===== config.mk =====
export PLATFORM = sky130hd
export DESIGN_NAME = io_sw_debouncer
export DESIGN_NICKNAME = d
export VERILOG_FILES = /design/src/rtl/io_pkg.sv /design/src/rtl/io_sw_debouncer_debounce_bit.sv /design/src/rtl/io_sw_debouncer.sv
export SDC_FILE = /design/constraint.sdc
export NUM_CORES = 1
export LEC_CHECK = 0
export CAP_MARGIN = 20
export CORE_MARGIN = 2
export CORE_UTILIZATION = 30
export CTS_CLUSTER_DIAMETER = 50
export CTS_CLUSTER_SIZE = 14
export DETAILED_ROUTE_END_ITERATION = 7
export DONT_BUFFER_PORTS = 1
export MAX_ROUTING_LAYER = met4
export PLACE_DENSITY = 0.49
export SKIP_CTS_REPAIR_TIMING = 1
export SLEW_MARGIN = 25
export SYNTH_ARGS = -nofsm -noshare
export SYNTH_HDL_FRONTEND = slang
export SYNTH_HIERARCHICAL = 1
export SYNTH_SLANG_ARGS = --single-unit

===== constraint.sdc =====
create_clock -name i_clk -period 2.98 [get_ports i_clk]
set_clock_uncertainty 0.1 [all_clocks]
set_input_delay 0.298 -clock i_clk [delete_from_list [all_inputs] [get_ports i_clk]]
set_output_delay 0.298 -clock i_clk [all_outputs]
set_load 0.02 [all_outputs]

===== src/rtl/io_pkg.sv =====
// rtl/io_pkg.sv - shared IO address map and switch debouncer defaults
// Contents:
//   IO_WORD_W                width of every IO data word
//   DEFAULT_DEBOUNCE_CYCLES  default settle time for the switch filter
//   IO_*_BASE                peripheral base addresses shared with the LSU address decoder
//   SW_DEBOUNCE_EN           1 when IO_SW_DEBOUNCE_EN is defined, else 0
// Macro: IO_SW_DEBOUNCE_EN enables the counter-based bounce filter by default.
package io_pkg;

    localparam int          IO_WORD_W               = 32;
    localparam int          DEFAULT_DEBOUNCE_CYCLES = 500000;

    localparam logic [31:0] IO_SW_BASE              = 32'h1001_0000;
    localparam logic [31:0] IO_LED_BASE             = 32'h1001_0010;
    localparam logic [31:0] IO_SEG_BASE             = 32'h1001_0020;
    localparam logic [31:0] IO_UART_BASE            = 32'h1001_0030;

`ifdef IO_SW_DEBOUNCE_EN
    localparam bit          SW_DEBOUNCE_EN          = 1'b1;
`else
    localparam bit          SW_DEBOUNCE_EN          = 1'b0;
`endif

endpackage


===== src/rtl/io_sw_debouncer_debounce_bit.sv =====
// rtl/io_sw_debouncer_debounce_bit.sv - one-bit synchroniser plus optional bounce filter
// Ports:
//   clk     core clock
//   rst     asynchronous active-high reset
//   raw     asynchronous switch level
//   stable  conditioned level
//   update  high in the cycle before stable takes a new value
// With DEBOUNCE_EN = 0 no counter exists and stable is the synchroniser output.
module debounce_bit #(
    parameter int DEBOUNCE_CYCLES = 4,
    parameter bit DEBOUNCE_EN     = 1'b1
) (
    input  logic clk,
    input  logic rst,
    input  logic raw,
    output logic stable,
    output logic update
);

    logic sync1;
    logic sync2;

    always_ff @(posedge clk or posedge rst) begin
        if (rst) begin
            sync1 <= 1'b0;
            sync2 <= 1'b0;
        end else begin
            sync1 <= raw;
            sync2 <= sync1;
        end
    end

    generate
        if (DEBOUNCE_EN) begin : g_filter
            localparam int             CW       = $clog2(DEBOUNCE_CYCLES + 1);
            localparam logic [CW-1:0] CNT_LAST = CW'(DEBOUNCE_CYCLES - 1);

            logic [CW-1:0] cnt;

            // cnt counts consecutive mismatching cycles already seen, so the
            // mismatch is accepted on its DEBOUNCE_CYCLES-th consecutive edge.
            assign update = (sync2 != stable) && (cnt == CNT_LAST);

            always_ff @(posedge clk or posedge rst) begin
                if (rst) begin
                    stable <= 1'b0;
                    cnt    <= '0;
                end else if (sync2 == stable) begin
                    cnt    <= '0;
                end else if (cnt == CNT_LAST) begin
                    stable <= sync2;
                    cnt    <= '0;
                end else begin
                    cnt    <= cnt + 1'b1;
                end
            end
        end else begin : g_pass
            // stable is the second synchroniser flop itself; it is about to
            // change whenever the first flop differs from it.
            assign stable = sync2;
            assign update = (sync1 != sync2);
        end
    endgenerate

endmodule


===== src/rtl/io_sw_debouncer.sv =====
// rtl/io_sw_debouncer.sv - synchronise and debounce board switches into the LSU switch word
// Ports:
//   i_clk         core clock
//   i_reset       asynchronous active-high reset
//   i_sw_raw      raw switch/key levels, asynchronous to i_clk
//   o_io_sw       debounced, zero-extended switch word read at IO_SW_BASE
//   o_sw_changed  one-cycle pulse after any bit of o_io_sw updates
// Macro: IO_SW_DEBOUNCE_EN selects the counter filter as the default of DEBOUNCE_EN.
module io_sw_debouncer
    import io_pkg::*;
#(
    parameter int WIDTH           = 32,
    parameter int DEBOUNCE_CYCLES = DEFAULT_DEBOUNCE_CYCLES,
    parameter bit DEBOUNCE_EN     = SW_DEBOUNCE_EN
) (
    input  logic                 i_clk,
    input  logic                 i_reset,
    input  logic [WIDTH-1:0]     i_sw_raw,
    output logic [IO_WORD_W-1:0] o_io_sw,
    output logic                 o_sw_changed
);

    logic [WIDTH-1:0] stb;
    logic [WIDTH-1:0] upd;

    generate
        for (genvar i = 0; i < WIDTH; i++) begin : g_bit
            debounce_bit #(
                .DEBOUNCE_CYCLES (DEBOUNCE_CYCLES),
                .DEBOUNCE_EN     (DEBOUNCE_EN)
            ) u_bit (
                .clk    (i_clk),
                .rst    (i_reset),
                .raw    (i_sw_raw[i]),
                .stable (stb[i]),
                .update (upd[i])
            );
        end
    endgenerate

    assign o_io_sw = IO_WORD_W'(stb);

    // Registered on the same edge that loads stb, so the pulse and the new
    // word become visible together and concurrent bit updates merge.
    always_ff @(posedge i_clk or posedge i_reset) begin
        if (i_reset) begin
            o_sw_changed <= 1'b0;
        end else begin
            o_sw_changed <= |upd;
        end
    end

endmodule


==> results of run 1 <==
## layout make-up
type,count,area [um^2],share of cell area (%)
multi-input combinational,43,355.3,12.80
inverter,33,123.9,4.463
clock buffer,13,148.9,5.365
sequential,65,1627,58.61
tap,96,120.1,4.328
clock inverter,3,40.04,1.443
timing repair buffer,35,360.3,12.98
## layer usage
metal	up-vias	track usage, %	wire [um]
met3	10	7.634	462
met2	56	17.84	2031
li1	516	-	-
met5	-	-	0
met4	0	5.874	64
met1	557	9.880	1365
## path summary, 6_finish.rpt
kind,startpoint,slack (ns),end
worst max-delay path,g_bit[1].u_bit/stable$_DFF_PP0_,1.22,o_sw_changed$_DFF_PP0_
max in group asynchronous,i_reset,1.75,o_sw_changed$_DFF_PP0_
worst min-delay path,g_bit[10].u_bit/sync1$_DFF_PP0_,0.28,g_bit[10].u_bit/stable$_DFF_PP0_
min in group asynchronous,i_reset,0.40,g_bit[16].u_bit/stable$_DFF_PP0_
worst min register to register,g_bit[10].u_bit/sync1$_DFF_PP0_,0.28,g_bit[10].u_bit/stable$_DFF_PP0_
worst max register to register,g_bit[1].u_bit/stable$_DFF_PP0_,1.22,o_sw_changed$_DFF_PP0_
## critical path, cell delays in order, from the launching register on
cell and delay (ns):
sky130_fd_sc_hd__dfrtp_1 0.46, sky130_fd_sc_hd__xor2_1 0.19, sky130_fd_sc_hd__nor4_1 0.43, sky130_fd_sc_hd__nand4_1 0.22, sky130_fd_sc_hd__or2_1 0.25
## layout by cell type, fill, tap and decap left out, drive strengths merged
cell type	n
clkinv	2
nor4	8
nand4	2
or2	1
dfrtp	65
bufinv	1
buf	1
clkbuf	13
dlygate4sd3	34
inv	33
xor2	32
## metrics by stage
step	utilization, %	setup WS (ns)	power (mW)
floorplan	-	1.556	1.044
global placement	32.76	1.143	1.059
detailed placement	32.76	1.114	1.065
CTS	35.54	1.104	1.792
global route	40.85	1.041	1.894
finish	40.85	1.219	1.797
## cell usage after synthesis
master	instances	area share, %
sky130_fd_sc_hd__dfrtp_1	65	77
sky130_fd_sc_hd__inv_1	33	5.9
sky130_fd_sc_hd__nand4_1	2	0.59
sky130_fd_sc_hd__nor4_1	7	2.1
sky130_fd_sc_hd__nor4_2	1	0.59
sky130_fd_sc_hd__or2_1	1	0.30
sky130_fd_sc_hd__xor2_1	32	13
## cells by family after synthesis
family	share of synthesized area, %
buffers and inverters	5.882
and+or+nand+nor	3.565
xor gates and xnor gates	13.31
DFF	77.24
## flip-flops by register name (all words and copies together), names as in the netlist
signal              count
g_bit.u_bit/stable     32
o_sw_changed            1
g_bit.u_bit/sync1      32
## power breakdown
| group | leakage (nW) | internal (mW) | total (mW) | switching, mW |
|---|---|---|---|---|
| registers | 0.754 | 0.927 | 0.990 | 0.0636 |
| logic | 0.469 | 0.0548 | 0.100 | 0.0456 |
| clock network | 0.0974 | 0.407 | 0.706 | 0.299 |
| total | 1.32 | 1.39 | 1.80 | 0.408 |
==> out/summary.txt, run 1 <==
==========================================================================================
Initial DRT Pass Iterations                                                              4
Sort of element at the start of the critical path                                     flop
Achievable Freq                                                                  567.8 MHz
Minimum period implied by the final worst setup slack                             1.761 ns
H-tree lvl count                                                                         3
Number of DRC markers after the initial detailed-route iteration                        18
Number of rows created at floorplan                                                     30
Sink Count                                                                              65
Number of vias per cell after detailed routing                                       3.955
Pwr per Cell Area                                                             647.6 nW/um^2
CTS tree                                                                              done
Max FO, Critical Path                                                                    2
Max cap viols                                                                            0
Total Wirelength                                                                  3.924 mm
First-pass GRT wire length                                                        5.892 mm
Post-synthesis sequential area ratio                                                77.24%
Number of nets in the finished design                                                  221
Overflow after GRT                                                                       0
PortBufs                                                                                 0
Post-place instance area                                                         2226 um^2
CP Data Arrival Time                                                               1.87 ns
Non-Filler Cell Area, Final                                                      2775 um^2
Post-DRT Antenna Nets                                                                    0
Maximum number of pins on one net before global-route repair                            34
Final number of max-transition violations                                                0
Skew-Pair Late Insertion Delay                                                     0.33 ns
Layout cell share with drive strength beyond 1                                      7.813%
Max VDD drop                                                                   0.0003195 V
GRT Util Overall                                                                    11.17%
DIE AREA                                                                         7705 um^2
Post-synthesis cell area                                                         2106 um^2
Sum Neg Setup Slack                                                                   0 ns
Reg2reg path depth                                                                       4
Via count of the first global-routing pass                                           1,143
Count of inserted antenna diode cells                                                    0
Post-synthesis cell count                                                              141
Worst hold-check path type                                                      reg -> reg
Actual transition at the worst max-transition pin                                0.4405 ns
Static leakage                                                                    1.321 nW
Status                                                                        complete, no violations
Headroom to the max-slew limit                                                      70.36%
Horizontal die dimension                                                          87.78 um
Core Box Area                                                                    6794 um^2
TritonCTS buffer count                                                                   9
Kind of end point of the critical path                                                flop
Synth warn                                                                               6
Filler instances                                                                       650
Clk Tree Root Cell                                                            sky130_fd_sc_hd__clkbuf_8
RSZ-0062 raised after global routing                                                    no
Final hold slack                                                                 0.2838 ns
CP Data Required Time                                                              3.09 ns
Count of pins on the block boundary                                                     67
Flip-flop and latch count after synthesis                                               65
Worst Hold Path Cells                                                                    0
Dpl hpwl                                                                          2.881 mm
Net count after synthesis                                                              175
Total vias in the final route                                                        1,139
Non-filler cells, final                                                                288
Final clock period utilization by the worst path                                    59.10%
Placer's final routability congestion estimate                                      0.6698
Setup violators final                                                                    0
Post-DR wirelength/cell                                                           13.63 um
Effective utilization at floorplan                                                  30.99%
Mean cell area of the mapped netlist                                            14.93 um^2
Clock edge transition at the registers on the reported setup and hold paths        0.07 ns
Initial antenna violation count                                                          0
Category of the critical setup timing path                                      reg -> reg
Count of placed standard cells including taps                                          237
Count of cell types in the netlist                                                       7
Number of buffers on the longest clock path                                              2
Layout area overhead                                                                31.79%
Post-detailed-route DRC marker count                                                     0
Hold Vio Cnt, Final                                                                      0
Height of the chip                                                                87.78 um
==========================================================================================
No activity file was read; power rests on OpenSTA's default activity.
==> run 2, diff against run 1 <==
PLACE_DENSITY = 0.5   (was 0.49)
clock period = 1.55 ns   (was 2.98 ns; I/O delays follow)
==> out/summary.txt, run 2 (same netlist as run 1, synthesis figures left out) <==
==========================================================================================
Headroom to the max-slew limit                                                      82.08%   +12 points
Setup violators final                                                                    0   unchanged
Clk Tree Root Cell                                                            sky130_fd_sc_hd__clkbuf_8
PortBufs                                                                                 0   unchanged
Top routing layer in use                                                              met4
Max cap viols                                                                            0   unchanged
Effective utilization at floorplan                                                  30.99%   unchanged
Commonest cells after routing, fill and taps aside                            65 x sky130_fd_sc_hd__dfrtp_1, 34 x sky130_fd_sc_hd__dlygate4sd3_1, 34 x sky130_fd_sc_hd__buf_4
Maximum number of pins on one net before global-route repair                            34   unchanged
Metal3 WL                                                                           324 um   -30%
Final hold slack                                                                 0.2438 ns   -0.04003 ns
TritonCTS buffer count                                                                   9   unchanged
Dpl hpwl                                                                          2.971 mm   +3.1%
Pwr per Cell Area                                                             1216 nW/um^2   +88%
Length of routed met2 wiring                                                      2.088 mm   +2.8%
Registers with the most flip-flops                                            g_bit.u_bit/stable x32, g_bit.u_bit/sync1 x32, o_sw_changed x1
CP Data Required Time                                                              1.66 ns   -1.43 ns
End-of-flow core utilization                                                        45.56%   +4.7 points
First-pass GRT wire length                                                        6.458 mm   +9.6%
Number of DRC markers after the initial detailed-route iteration                        13   -5
Max FO, Critical Path                                                                    2   unchanged
Height of the chip                                                                87.78 um   unchanged
Sort of element at the start of the critical path                                     flop
Number of vias per cell after detailed routing                                       3.882   -1.8%
Met1 Wirelength                                                                   1.727 mm   +27%
Max VDD drop                                                                   0.0007383 V   +130%
Status                                                                        complete, no violations
Overflow after GRT                                                                       0   unchanged
Pre-CTS setup slack                                                             -0.1161 ns   -1.230 ns
Minimum period implied by the final worst setup slack                             1.495 ns   -0.2661 ns
Skew-Pair Late Insertion Delay                                                     0.33 ns   about the same
Total vias in the final route                                                        1,250   +9.7%
Number of nets in the finished design                                                  255   +15%
Initial DRT Pass Iterations                                                              2   -2
Initial antenna violation count                                                          0   unchanged
Actual transition at the worst max-transition pin                                0.2663 ns   -0.1742 ns
Final clock period utilization by the worst path                                    96.45%   +37 points
Kind of end point of the critical path                                                flop
Layout area overhead                                                                47.00%
Most common library cell in the layout ignoring fill and taps                 sky130_fd_sc_hd__dfrtp_1
Count of pins on the block boundary                                                     67   unchanged
Post-detailed-route DRC marker count                                                     0   unchanged
Count of placed standard cells including taps                                          269   +14%
Horizontal die dimension                                                          87.78 um   unchanged
Core Box Area                                                                    6794 um^2   unchanged
Non-filler cells, final                                                                322   +12%
Reg2reg path depth                                                                       4   unchanged
Count of inserted antenna diode cells                                                    0   unchanged
Category of the critical setup timing path                                      reg -> reg
CP Data Arrival Time                                                               1.61 ns   -0.26 ns
Number of buffers on the longest clock path                                              2   unchanged
Fin worst setup slack                                                           0.05501 ns   -1.164 ns
Number of rows created at floorplan                                                     30   unchanged
Layout cell share with drive strength beyond 1                                      23.89%   +16 points
Post-DRT Antenna Nets                                                                    0   unchanged
Final number of max-transition violations                                                0   unchanged
RSZ-0062 raised after global routing                                                   yes
Worst hold-check path type                                                     in -> async
Total Wirelength                                                                  4.184 mm   +6.6%
DIE AREA                                                                         7705 um^2   unchanged
Via count of the first global-routing pass                                           1,295   +13%
H-tree lvl count                                                                         3   unchanged
Hold Vio Cnt, Final                                                                      0   unchanged
Total power draw                                                                  3.765 mW   +110%
Static leakage                                                                    1.500 nW   +14%
Achievable Freq                                                                  668.9 MHz   +18%
GRT Util Overall                                                                    12.09%   +0.92 points
Sink Count                                                                              65   unchanged
Post-DR wirelength/cell                                                           12.99 um   -4.6%
Placer's final routability congestion estimate                                      0.7789   +16%
CTS tree                                                                              done
Clock edge transition at the registers on the reported setup and hold paths        0.06 ns   about the same
==========================================================================================
## run 2: cell count changes in the layout (fill, tap and decap cells not counted)
cell,previous run,this run
sky130_fd_sc_hd__buf_4,0,34
sky130_fd_sc_hd__bufinv_16,1,2
sky130_fd_sc_hd__clkbuf_8,10,11
sky130_fd_sc_hd__clkinv_2,2,0
sky130_fd_sc_hd__nor4_1,7,2
sky130_fd_sc_hd__nor4_2,1,6
## run 2: area by class of cell
class,count,area (um^2)
flip-flops and latches,65,1627
well taps,96,120.1
multi-input cells,43,386.6
inverters,33,123.9
clock inverters,2,60.06
repair buffers,69,615.6
fillers,621,3699
clock buffers,14,162.7
## run 2: path summary, 6_finish.rpt
| kind | from | endpoint | slack [ns] |
|---|---|---|---|
| worst max-delay path | g_bit[4].u_bit/sync1$_DFF_PP0_ | o_sw_changed$_DFF_PP0_ | 0.06 |
| worst min-delay path | i_reset | o_sw_changed$_DFF_PP0_ | 0.24 |
| worst max register to register | g_bit[4].u_bit/sync1$_DFF_PP0_ | o_sw_changed$_DFF_PP0_ | 0.06 |
| worst min register to register | g_bit[24].u_bit/sync1$_DFF_PP0_ | g_bit[24].u_bit/stable$_DFF_PP0_ | 0.29 |
| max in group asynchronous | i_reset | g_bit[12].u_bit/sync1$_DFF_PP0_ | 0.41 |
| min in group i_clk | i_sw_raw[16] | g_bit[16].u_bit/sync1$_DFF_PP0_ | 0.27 |
## run 2: power by group
part / switching (mW) / leakage (nW) / internal (mW)
Combinational: 0.171 / 0.635 / 0.164
Sequential: 0.0618 / 0.754 / 1.78
Clock: 0.589 / 0.111 / 0.997
Total: 0.822 / 1.50 / 2.94
## run 2: layer usage
layer	vias up	GRT usage (%)
li1	577	-
met1	612	13.82
met2	55	18.18
met3	6	6.692
met4	0	3.776
met5	-	-
## run 2: worst max-delay path: stages, from the launching register on
cell and delay, ns:
sky130_fd_sc_hd__dfrtp_1 0.39, sky130_fd_sc_hd__xor2_1 0.17, sky130_fd_sc_hd__nor4_2 0.32, sky130_fd_sc_hd__nand4_1 0.16, sky130_fd_sc_hd__or2_1 0.24
## run 2: metrics by stage
stage          setup TNS (ns)  area [um^2]
2_1_floorplan               0         2106
3_3_place_gp          -0.1147         2466
3_5_place_dp          -0.1161         2466
4_1_cts               -0.1324         2689
5_1_grt              -0.04340         3095
6_report                    0         3095
==> run 3, diff against run 2 <==
CAP_MARGIN = 0   (was 20)
==> results of run 3 <==
Same layout as run 2: the final DEF is identical, and so are final timing and power.
